File: src/rtl/fifo_access_sched.sv
// Round-robin write / priority read scheduler in front of a shared synchronous FIFO.
// Optional SCHED_STATS_EN adds a saturating producer stall counter (stall_cnt).

module fifo_sched_lane #(
    parameter int DATA_WIDTH = 8,
    parameter int ID_W       = 2,
    parameter int LANE       = 0
) (
    input  logic                  wr_issue,
    input  logic [ID_W-1:0]       winner,
    input  logic [DATA_WIDTH-1:0] data,
    output logic                  ready,
    output logic [DATA_WIDTH-1:0] data_gated
);
    assign ready      = wr_issue && (winner == ID_W'(LANE));
    assign data_gated = ready ? data : '0;
endmodule

module fifo_access_sched #(
    parameter int NUM_REQ      = 4,
    parameter int DATA_WIDTH   = 8,
    parameter int FIFO_DEPTH   = 16,
    parameter int STARVE_LIMIT = 4
) (
    input  logic                            clk,
    input  logic                            rst_n,
    input  logic [NUM_REQ-1:0]              req_valid,
    input  logic [NUM_REQ*DATA_WIDTH-1:0]   req_data,
    output logic [NUM_REQ-1:0]              req_ready,
    input  logic                            rd_req,
    output logic                            rd_ack,
    output logic                            rd_data_valid,
    output logic                            fifo_wr_n,
    output logic                            fifo_rd_n,
    output logic [DATA_WIDTH-1:0]           fifo_din,
    output logic [$clog2(FIFO_DEPTH):0]     count,
    output logic [$clog2(NUM_REQ)-1:0]      grant_id
`ifdef SCHED_STATS_EN
    ,
    output logic [15:0]                     stall_cnt
`endif
);
    localparam int CNT_W = $clog2(FIFO_DEPTH) + 1;
    localparam int ID_W  = $clog2(NUM_REQ);
    localparam int ST_W  = $clog2(STARVE_LIMIT + 1);
    localparam logic [CNT_W-1:0] CAP   = CNT_W'(FIFO_DEPTH - 1);
    localparam logic [ST_W-1:0]  ST_MAX = ST_W'(STARVE_LIMIT);

    typedef struct packed {
        logic            wr;
        logic            rd;
        logic [ID_W-1:0] idx;
    } sched_op_t;

    logic [ID_W-1:0] rr_ptr;
    logic [ST_W-1:0] starve_cnt;
    logic            wr_elig, rd_elig;
    sched_op_t       op;
    int              scan_idx;
    logic            found;
    logic [NUM_REQ-1:0][DATA_WIDTH-1:0] lane_din;

    assign wr_elig = (|req_valid) && (count < CAP);
    assign rd_elig = rd_req && (count != '0);

    // First valid producer at or above rr_ptr, wrapping modulo NUM_REQ.
    always_comb begin
        found    = 1'b0;
        scan_idx = 0;
        op.idx   = '0;
        for (int k = 0; k < NUM_REQ; k++) begin
            scan_idx = int'(rr_ptr) + k;
            if (scan_idx >= NUM_REQ) scan_idx = scan_idx - NUM_REQ;
            if (!found && req_valid[scan_idx]) begin
                found  = 1'b1;
                op.idx = ID_W'(scan_idx);
            end
        end
        // Reads win unless the pending write has already lost STARVE_LIMIT times.
        op.wr = rst_n && wr_elig && (!rd_elig || starve_cnt == ST_MAX);
        op.rd = rst_n && rd_elig && !op.wr;
    end

    for (genvar i = 0; i < NUM_REQ; i++) begin : g_lane
        fifo_sched_lane #(
            .DATA_WIDTH (DATA_WIDTH),
            .ID_W       (ID_W),
            .LANE       (i)
        ) u_lane (
            .wr_issue   (op.wr),
            .winner     (op.idx),
            .data       (req_data[i*DATA_WIDTH +: DATA_WIDTH]),
            .ready      (req_ready[i]),
            .data_gated (lane_din[i])
        );
    end

    always_comb begin
        fifo_din = '0;
        for (int i = 0; i < NUM_REQ; i++) fifo_din = fifo_din | lane_din[i];
    end

    assign fifo_wr_n = !op.wr;
    assign fifo_rd_n = !op.rd;
    assign rd_ack    = op.rd;

    always_ff @(posedge clk) begin
        if (!rst_n) begin
            count         <= '0;
            rr_ptr        <= '0;
            grant_id      <= '0;
            starve_cnt    <= '0;
            rd_data_valid <= 1'b0;
        end else begin
            rd_data_valid <= op.rd;
            if (op.wr)      count <= count + 1'b1;
            else if (op.rd) count <= count - 1'b1;
            if (op.wr) begin
                grant_id <= op.idx;
                rr_ptr   <= (op.idx == ID_W'(NUM_REQ - 1)) ? '0 : op.idx + 1'b1;
            end
            if (op.wr || !wr_elig)
                starve_cnt <= '0;
            else if (op.rd && starve_cnt != ST_MAX)
                starve_cnt <= starve_cnt + 1'b1;
        end
    end

`ifdef SCHED_STATS_EN
    always_ff @(posedge clk) begin
        if (!rst_n)
            stall_cnt <= '0;
        else if ((|req_valid) && !op.wr && stall_cnt != 16'hFFFF)
            stall_cnt <= stall_cnt + 16'd1;
    end
`endif

endmodule

File: config.mk
export PLATFORM = sky130hd
export DESIGN_NAME = fifo_access_sched
export DESIGN_NICKNAME = d
export VERILOG_FILES = /design/src/rtl/fifo_access_sched.sv
export SDC_FILE = /design/constraint.sdc
export NUM_CORES = 1
export LEC_CHECK = 0
export BUFFER_PORTS_ARGS = -buffer_cell sky130_fd_sc_hd__clkbuf_2
export CORE_UTILIZATION = 40
export DETAILED_ROUTE_END_ITERATION = 7
export HOLD_SLACK_MARGIN = 0.05
export PLACE_DENSITY_LB_ADDON = 0.2
export SETUP_SLACK_MARGIN = 0.15
export SYNTH_ARGS = -nofsm -noshare
export SYNTH_HDL_FRONTEND = slang
export SYNTH_HIERARCHICAL = 1
export SYNTH_SLANG_ARGS = --single-unit
File: constraint.sdc
create_clock -name clk -period 8.2 [get_ports clk]
set_input_delay 1.64 -clock clk [delete_from_list [all_inputs] [get_ports clk]]
set_output_delay 1.64 -clock clk [all_outputs]
set_load 0.02 [all_outputs]
### Word level (Yosys, flattened, before mapping)

Cells that the tools add are included.

| word-level totals | value |
|---|---|
| input port bits | 39 |
| register bits after elaboration | 13 |

| cells by class | value |
|---|---|
| equal/unequal tests | 5 |
| $add $sub $neg | 11 |
| mux-type cells | 30 |
| magnitude comparators | 9 |
| bitwise logic cells | 4 |
| reduce and logical (&&, ||, !) cells | 28 |

Operators by type and width:

| operator | number |
|---|---|
| < comparator 32 x 4 -> 1 bit (second input constant) | 4 |
| two-way mux 32 bit | 4 |
| two-way mux 8 bit | 4 |
| OR 8 bit | 3 |
| logical AND 1 bit | 14 |
| subtractor 3 x 3 -> 4 bit (second input constant) | 3 |
| two-way mux 1 bit | 11 |
| two-way mux 2 bit | 5 |
| two-way mux 5 bit | 2 |
| greater-or-equal comparator 3 bit (second input constant) | 3 |
| binary-select mux 1 bit (select 2 bit) | 4 |
| logical NOT 1 bit | 7 |
| adder 2 x 2 -> 3 bit (second input constant) | 2 |
| adder 5 x 1 -> 5 bit (second input constant) | 1 |
| < comparator 5 x 4 -> 1 bit (second input constant) | 1 |
| nonzero test 5 bit | 1 |
| subtractor 5 x 1 -> 5 bit (second input constant) | 1 |
| equality test 2 bit (second input constant) | 2 |
| OR reduction 4 bit | 1 |
| subtractor 2 x 3 -> 4 bit (second input constant) | 1 |
| adder 2 x 1 -> 3 bit (second input constant) | 1 |
| adder 3 x 1 -> 3 bit (second input constant) | 1 |
| equality test 3 bit (second input constant) | 1 |
| greater-or-equal comparator 2 x 3 -> 1 bit (second input constant) | 1 |
| other kinds (8) | 9 |

### Depth between registers and ports, before layout

Gate-level depths: netlist (run 1).

| logic depth | value |
|---|---|
| word-level depth | 21 |
| mapped depth | 11 |
| gate-level depth less buffers | 10 |

### By module

The synthesis (run 1) kept the hierarchy.

By module, submodules not included:

| module | area each (µm²) | times used | sequential area each (µm²) | cells each |
|---|---|---|---|---|
| fifo_access_sched | 895.9 | 1 | 260.2 | 102 |
| fifo_sched_lane (g_lane[1].u_lane ...) | 88.8 | 2 | 0.0 | 9 |
| fifo_sched_lane (g_lane[0].u_lane) | 107.6 | 1 | 0.0 | 9 |
| fifo_sched_lane (g_lane[3].u_lane) | 77.6 | 1 | 0.0 | 9 |

### Worst setup path after synthesis (run 1)

No wires, ideal clock.

| timing path | value |
|---|---|
| path kind | input to output |
| from | in req_valid[2] |
| to | out fifo_din[0] |
| cell stages on the path | 4 |
| slack | 2.617 ns |
| path buffers | 0 |
| arrival time | 3.943 ns |
| path through | maj3_1 -> o211ai_1 -> and4bb_2 -> or4_1 |

RTL lines:

| element | RTL line | RTL |
|---|---|---|
| from (decl) | 27 | `input logic [NUM_REQ-1:0] req_valid,` |
| to (decl) | 35 | `output logic [DATA_WIDTH-1:0] fifo_din,` |

==> PnR_summary.wiki, run 1 <==
{| class="wikitable"
! Metric !! Value
|-
| Result of the run || finished clean
|-
| Layout cells sized above 1 || 0.4129
|-
| Share of the clock period used by the worst path after layout || 0.6991
|-
| Clock tree from TritonCTS || yes
|-
| Routed WL || 2959 um
|-
| Beginning of the worst hold path || grant_id[1]$_SDFFE_PN0P_
|-
| CTS Root Buffer Type || sky130_fd_sc_hd__clkbuf_4
|-
| Global-route wire length before repair || 4823 um
|-
| Post-cts hold buffer count || 0
|-
| Starting utilization of the core area || 0.4376
|-
| Total via count in the routed design || 1,324
|-
| Setup repair after global routing missed its margin || false
|-
| Number of DRC violations after detailed routing || 0
|-
| Wire length per cell || 12.18 um
|-
| Clock period minus final worst setup slack || 5.733 ns
|-
| Share of the synthesized area in the top cell type || 0.2068
|-
| Insertion delay of the later-clocked pin in the worst-skew pair || 0.27 ns
|-
| Max_cap viols || 0
|-
| Final weighted congestion in routability-driven placement || 0.7795
|-
| Relative slew slack || 0.3676
|-
| Mean number of vias per cell || 5.449
|-
| Overall power consumption || 0.4446 mW
|-
| Longest individual stage delay on the worst path || 0.50 ns
|-
| Worst-path cell with the longest stage delay || sky130_fd_sc_hd__or4_1
|-
| CTS sink cnt || 13
|-
| Worst setup SP type || input port
|-
| Number of global-route vias before repair || 1,180
|-
| Accumulated negative setup slack || 0 ns
|-
| Endpoint of the worst register-to-register path || count[4]$_SDFFE_PN0P_
|-
| Total Routing Usage GR || 0.1766
|-
| Hold endpoint || grant_id[1]$_SDFFE_PN0P_
|-
| Most used cells in the layout excluding fill and tap cells || sky130_fd_sc_hd__clkbuf_2 (61), sky130_fd_sc_hd__and4b_1 (16), sky130_fd_sc_hd__dfxtp_1 (13)
|-
| Final std cell area, no fill || 0.001630 mm2
|-
| Power per Cell Area || 272.7 mW/mm2
|-
| Worst Tran Pin Value || 0.9487 ns
|-
| Cell repeated most along the worst path || sky130_fd_sc_hd__clkbuf_2
|-
| Final #Nets || 247
|-
| First-pass detailed-route iteration total || 4
|-
| Register-to-Register Path Depth || 9
|-
| Overflow left after global routing || 0
|-
| Register area || 260.3 um2
|-
| Hold Path Cell Cnt || 2
|-
| Count of flip-flops with a built-in enable after synthesis || 0
|-
| Area overhead of the layout relative to synthesis || 29.52%
|-
| Number of levels the H-tree was split into || 1
|-
| Antenna violations before repair || 0
|-
| Number of buffers added for setup after CTS || 0
|-
| Setup slack after layout || 2.467 ns
|-
| Required time of the worst setup path || 6.56 ns
|-
| Hold_ws || 0.4685 ns
|-
| Antenna viol nets, final || 0
|-
| Maximum number of buffers from clock root to sink || 2
|-
| Placed wire-length estimate after detailed placement || 2237 um
|-
| Most frequent standard cell in the layout excluding fill and tap cells || sky130_fd_sc_hd__clkbuf_2
|-
| Largest net degree at the start of global routing || 40
|-
| Area inside the core boundary || 0.002877 mm2
|-
| PortBufs || 61
|-
| Reg-to-reg startpoint || count[0]$_SDFFE_PN0P_
|-
| Count of yosys warnings during synthesis || 6
|-
| Horiz. Die Dim || 58.10 um
|-
| Post-Place Cell Area || 0.001604 mm2
|-
| Crit end category || primary output
|-
| Static Leak || 0.8477 nW
|-
| FF+latch count, synth || 13
|-
| Area leader, netlist || sky130_fd_sc_hd__dfxtp_1
|-
| Synth Net Count || 183
|-
| Starting DRT DRC Count || 76
|-
| Crit-path cells || clkbuf_2 -> nor4_1 -> or3_1 -> a21o_1 -> clkinv_4 -> and4bb_2 -> or4_1 -> clkbuf_2
|-
| Leading register cell type out of synthesis || sky130_fd_sc_hd__dfxtp_1
|-
| Die boundary height || 58.10 um
|-
| Post-placement setup slack || 2.482 ns
|-
| Classification of the worst-slack hold path || flip-flop to flip-flop
|-
| Number of primary I/O pins || 62
|-
| Post-synthesis instance total || 138
|-
| Final hold violations || 0
|-
| CTS Buf Count || 3
|-
| Cell types occupying the most area after synthesis || sky130_fd_sc_hd__dfxtp_1 (21%), sky130_fd_sc_hd__and4b_1 (13%), sky130_fd_sc_hd__and4bb_2 (8.0%), sky130_fd_sc_hd__and4_1 (5.6%), sky130_fd_sc_hd__ha_1 (5.0%)
|-
| Setup slack on the worst flop-to-flop path || 5.21 ns
|-
| Cts repair resizes || 0
|-
| Post-synthesis average cell area || 9.121 um2
|-
| Post-synthesis instance area || 0.001259 mm2
|-
| Max-slew violation total from the final report || 0
|-
| Ant. Diodes || 0
|-
| CTS clock-pin slew for the worst setup and hold paths || 0.08 ns
|-
| Critical Path Source || req_valid[0]
|-
| Proportion of synthesized chip area in sequential cells || 0.2068
|-
| Share of synthesized registers carrying an async set or reset || 0
|-
| Peak supply drop || 0.1484 mV
|-
| Combined area of the multi-input logic cells || 947.2 um2
|-
| Unique cell type count in the Yosys netlist || 47
|-
| Max Freq || 174.4 MHz
|-
| Floorplan row count || 19
|-
| Max Clock Skew || 0.002388 ns
|-
| Worst endpoint data arrival time || 4.09 ns
|-
| Endpoints failing setup || 0
|-
| Critical Setup Path Class || input port to primary output
|-
| Fillers || 265
|-
| Area of the die || 0.003375 mm2
|-
| Crit Path Max Fanout || 39
|}
-- cell usage after synthesis (2+ instances only) --
cell	number
sky130_fd_sc_hd__and4_1	8
sky130_fd_sc_hd__or4_1	8
sky130_fd_sc_hd__nor3b_1	2
sky130_fd_sc_hd__a21o_1	2
sky130_fd_sc_hd__and3_2	2
sky130_fd_sc_hd__and4b_1	16
sky130_fd_sc_hd__nor2b_1	2
sky130_fd_sc_hd__dfxtp_1	13
sky130_fd_sc_hd__nand2b_1	2
sky130_fd_sc_hd__and4bb_2	8
sky130_fd_sc_hd__xnor2_1	4
sky130_fd_sc_hd__inv_1	6
sky130_fd_sc_hd__o21ai_0	5
sky130_fd_sc_hd__a21oi_1	5
sky130_fd_sc_hd__nand3_1	3
sky130_fd_sc_hd__nor2_1	8
sky130_fd_sc_hd__and3b_1	3
sky130_fd_sc_hd__mux2i_1	3
sky130_fd_sc_hd__nand2_1	5
sky130_fd_sc_hd__ha_1	5
sky130_fd_sc_hd__o211ai_1	2
-- state kept, by name (all words and copies together), names as in the netlist, named ones only --
name	count
count	5
grant_id	2
rd_data_valid	1
rr_ptr	1
starve_cnt	3
-- worst max path at each step --
| stage | end | slack, ns | depth (start not counted) |
|---|---|---|---|
| after global placement | fifo_din[5] | 2.69 | 8 |
| after detailed placement | fifo_din[5] | 2.48 | 8 |
| final | fifo_din[5] | 2.47 | 8 |
| after CTS | fifo_din[5] | 2.48 | 8 |
| after global routing | fifo_din[5] | 2.34 | 8 |
| after floorplan | fifo_din[0] | 2.62 | 4 |
-- cells by family after synthesis --
group           synth area share
xor+xnor                 0.03479
compound gates            0.1342
mux                      0.02386
fa+ha+maj                0.07356
buf+inv                  0.04075
flops                     0.2068
simple gates              0.4861
-- critical path, delay by kind of cell --
family                 cells  cell delay, ns
AND/OR/NAND/NOR            4            1.39
AO/OA/AOI/OAI              1            0.44
buffers and inverters      3            0.61
-- metal layers --
layer / vias up / GRT usage / routed length (um)
met2: 28 / 0.3350 / 1539
met5: - / 0 / 0
met4: 0 / 0.02381 / 0
li1: 675 / - / -
met3: 0 / 0.04018 / 105
met1: 621 / 0.2049 / 1315
-- power by group --
group	total, mW	switching, mW	internal (mW)
Clock	0.0397	0.0209	0.0188
Combinational	0.299	0.167	0.132
Sequential	0.106	0.0234	0.0824
Total	0.445	0.211	0.233
-- layout make-up --
cell class	count	area share
clock buffer	4	0.01612
tap	42	0.03223
inverter	7	0.01919
timing repair buffer	62	0.1919
sequential	13	0.1596
multi-input combinational	115	0.5810
-- stage by stage --
stage / std cells / util
after floorplan: 138 / -
after global placement: 239 / 0.5576
after detailed placement: 239 / 0.5576
after CTS: 243 / 0.5668
after global routing: 243 / 0.5668
final: 243 / 0.5668
No activity file was read; power rests on OpenSTA's default activity.
==> inputs of run 2 (changes only) <==
==> constraint.sdc (replaced) <==
create_clock -name clk -period 5.5 [get_ports clk]
set_input_delay 1.1 -clock clk [delete_from_list [all_inputs] [get_ports clk]]
set_output_delay 1.1 -clock clk [all_outputs]
set_load 0.02 [all_outputs]
==> run 2 against run 1 <==
  * Largest power group unchanged
  * Clock power grew 50%
  * Die area unchanged
  * Highest routed layer is now met4
  * Via count increased by 0.30%
  * Core utilization did not move
  * Non-clock buffer count did not move
  * Cell area did not move
  * Register-to-register slack worse by 2.7 ns
  * Critical endpoint is now fifo_din[3]
  * Critical path depth is the same
==> PnR_summary.wiki, run 2 (synthesis gave the netlist of run 1 again) <==
{| class="wikitable"
! Metric !! Value
|-
| Result of the run || finished clean (unchanged)
|-
| Clock tree from TritonCTS || yes (unchanged)
|-
| Max_cap viols || 0 (unchanged)
|-
| Share of the clock period used by the worst path after layout || 0.8517
|-
| Critical Path Source || req_valid[0] (unchanged)
|-
| Routed WL || 3144 um (was 2959 um)
|-
| Number of buffer and inverter stages on the critical path || 3 (unchanged)
|-
| Clock period minus final worst setup slack || 4.684 ns
|-
| Total via count in the routed design || 1,328 (was 1,324)
|-
| Power per Cell Area || 408.0 mW/mm2 (was 272.7 mW/mm2)
|-
| Worst setup SP type || input port (unchanged)
|-
| Placed wire-length estimate after detailed placement || 2338 um (was 2237 um)
|-
| Setup slack after layout || 0.8159 ns (was 2.467 ns)
|-
| Final #Nets || 247 (unchanged)
|-
| Max-slew violation total from the final report || 0 (unchanged)
|-
| Antenna violations before repair || 0 (unchanged)
|-
| CTS sink cnt || 13 (unchanged)
|-
| Relative slew slack || 0.3820 (was 0.3676)
|-
| Wire length per cell || 12.94 um (was 12.18 um)
|-
| Number of levels the H-tree was split into || 1 (unchanged)
|-
| Non-filler cells, final || 243 (unchanged)
|-
| Total Routing Usage GR || 0.1928 (was 0.1766)
|-
| Crit-path cells || clkbuf_2 -> nor4_1 -> or3_1 -> a21o_1 -> clkinv_4 -> and4bb_2 -> or4_1 -> clkbuf_2 (unchanged)
|-
| Beginning of the worst hold path || grant_id[1]$_SDFFE_PN0P_ (unchanged)
|-
| Layout cells sized above 1 || 0.4129 (unchanged)
|-
| Area of the die || 0.003375 mm2 (unchanged)
|-
| Internal power summed over all cells || 0.3468 mW (was 0.2333 mW)
|-
| CTS Buf Count || 3 (unchanged)
|-
| Maximum number of buffers from clock root to sink || 2 (unchanged)
|-
| Biggest registers after layout || count x5, starve_cnt x3, grant_id x2 (unchanged)
|-
| Max Freq || 213.5 MHz
|-
| Post-placement setup slack || 0.8264 ns (was 2.482 ns)
|-
| Global-route wire length before repair || 5230 um (was 4823 um)
|-
| Power share of the combinational group || 0.672 (was 0.673)
|-
| CTS clock-pin slew for the worst setup and hold paths || 0.08 ns (about the same)
|-
| Max Used Layer || met4 (was met3)
|-
| WL met3 || 177 um (was 105 um)
|-
| Number of global-route vias before repair || 1,189 (was 1,180)
|-
| Worst-path cell with the longest stage delay || sky130_fd_sc_hd__or4_1 (unchanged)
|-
| Max Clock Skew || 0.005092 ns (was 0.002388 ns)
|-
| Setup repair after global routing missed its margin || false (unchanged)
|-
| Number of DRC violations after detailed routing || 0 (unchanged)
|-
| Endpoints failing setup || 0 (unchanged)
|-
| Insertion delay of the later-clocked pin in the worst-skew pair || 0.28 ns (was 0.27 ns)
|-
| Wire length on met1 || 1401 um (was 1315 um)
|-
| Die boundary height || 58.10 um (unchanged)
|-
| Most used cells in the layout excluding fill and tap cells || sky130_fd_sc_hd__clkbuf_2 (61), sky130_fd_sc_hd__and4b_1 (16), sky130_fd_sc_hd__dfxtp_1 (13) (unchanged)
|-
| Horiz. Die Dim || 58.10 um (unchanged)
|-
| First-pass detailed-route iteration total || 4 (unchanged)
|-
| Switching share of power || 0.4786 (was 0.4752)
|-
| Cts repair resizes || 0 (unchanged)
|-
| Overflow left after global routing || 0 (unchanged)
|-
| Area inside the core boundary || 0.002877 mm2 (unchanged)
|-
| Antenna viol nets, final || 0 (unchanged)
|-
| Worst Tran Pin Value || 0.9270 ns (was 0.9487 ns)
|-
| Peak supply drop || 0.2159 mV (was 0.1484 mV)
|-
| Number of buffers added for setup after CTS || 0 (unchanged)
|-
| Core occupancy in the finished layout || 0.5668 (unchanged)
|-
| Switching component of the power || 0.3183 mW (was 0.2112 mW)
|-
| Starting DRT DRC Count || 101 (was 76)
|-
| Longest individual stage delay on the worst path || 0.54 ns (was 0.50 ns)
|-
| Mean number of vias per cell || 5.465 (was 5.449)
|-
| Reg-to-reg startpoint || count[0]$_SDFFE_PN0P_ (unchanged)
|-
| Crit end category || primary output (unchanged)
|-
| Floorplan row count || 19 (unchanged)
|-
| Routed length on met2 || 1550 um (was 1539 um)
|-
| Fillers || 271 (was 265)
|-
| Relative contribution of sequential cells to total power || 0.239 (was 0.238)
|-
| Ant. Diodes || 0 (unchanged)
|-
| Final weighted congestion in routability-driven placement || 0.7754 (was 0.7795)
|-
| Final hold violations || 0 (unchanged)
|-
| CP top delay family || simple AND/OR/NAND/NOR gates (unchanged)
|-
| Largest net degree at the start of global routing || 40 (unchanged)
|-
| Starting utilization of the core area || 0.4376 (unchanged)
|-
| CTS Root Buffer Type || sky130_fd_sc_hd__clkbuf_4 (unchanged)
|-
| Post-cts hold buffer count || 0 (unchanged)
|-
| Worst endpoint data arrival time || 3.58 ns (was 4.09 ns)
|-
| Cell repeated most along the worst path || sky130_fd_sc_hd__clkbuf_2 (unchanged)
|-
| Largest Register || count (unchanged)
|-
| Required time of the worst setup path || 4.40 ns (was 6.56 ns)
|-
| Max FFs per register || 5 (unchanged)
|-
| Classification of the worst-slack hold path || flip-flop to flip-flop (unchanged)
|-
| Critical Setup Path Class || input port to primary output (unchanged)
|-
| Area overhead of the layout relative to synthesis || 29.52% (unchanged)
|-
| Accumulated negative setup slack || 0 ns (unchanged)
|-
| # placed instances || 239 (unchanged)
|-
| Static Leak || 0.8477 nW (unchanged)
|-
| Number of primary I/O pins || 62 (unchanged)
|-
| Most frequent standard cell in the layout excluding fill and tap cells || sky130_fd_sc_hd__clkbuf_2 (unchanged)
|-
| Proportion of power drawn by the clock network || 0.089 (about the same)
|-
| PortBufs || 61 (unchanged)
|-
| Crit Path Max Fanout || 39 (unchanged)
|}
==> run 2: area by class of cell <==
class                   instances  area, um2  share of cell area
multi-input cells             115      947.2              0.5810
repair buffers                 62      312.8              0.1919
flip-flops and latches         13      260.3              0.1596
well taps                      42      52.55             0.03223
inverters                       7      31.28             0.01919
clock buffers                   4      26.28             0.01612
==> run 2: path summary, 6_finish.rpt <==
| path | to | slack (ns) | cells past startpoint |
|---|---|---|---|
| min | grant_id[1]$_SDFFE_PN0P_ | 0.46 | 2 |
| max reg2reg | count[4]$_SDFFE_PN0P_ | 2.56 | 9 |
| min reg2reg | grant_id[1]$_SDFFE_PN0P_ | 0.46 | 2 |
| max | fifo_din[3] | 0.82 | 8 |
==> run 2: per-layer routing <==
| metal | global-route usage | up-vias |
|---|---|---|
| met5 | 0 | - |
| met4 | 0.01361 | 0 |
| met3 | 0.05804 | 2 |
| met2 | 0.3317 | 44 |
| met1 | 0.2476 | 605 |
| li1 | - | 677 |
==> run 2: worst min-delay path, cell delays in order, from the launching register on <==
cell	delay [ns]
sky130_fd_sc_hd__dfxtp_1	0.32
sky130_fd_sc_hd__nand2_1	0.05
sky130_fd_sc_hd__a21boi_1	0.05
==> run 2: metrics by stage <==
stage               cell area, um2  power [mW]  hold WS (ns)
floorplan                     1259      0.4918        0.4373
global placement              1604      0.5874        0.4412
detailed placement            1604      0.6056        0.4513
CTS                           1630      0.6677        0.4686
global route                  1630      0.7263        0.4923
finish                        1630      0.6651        0.4645
==> run 2: power groups by stage <==
| stage | Sequential [mW] | Clock (mW) | Combinational (mW) |
|---|---|---|---|
| final | 0.159 | 0.0595 | 0.447 |
| after detailed placement | 0.160 | 0 | 0.445 |
| after global routing | 0.165 | 0.0678 | 0.494 |
| after floorplan | 0.176 | 0 | 0.316 |
| after global placement | 0.157 | 0 | 0.430 |
| after CTS | 0.158 | 0.0619 | 0.448 |
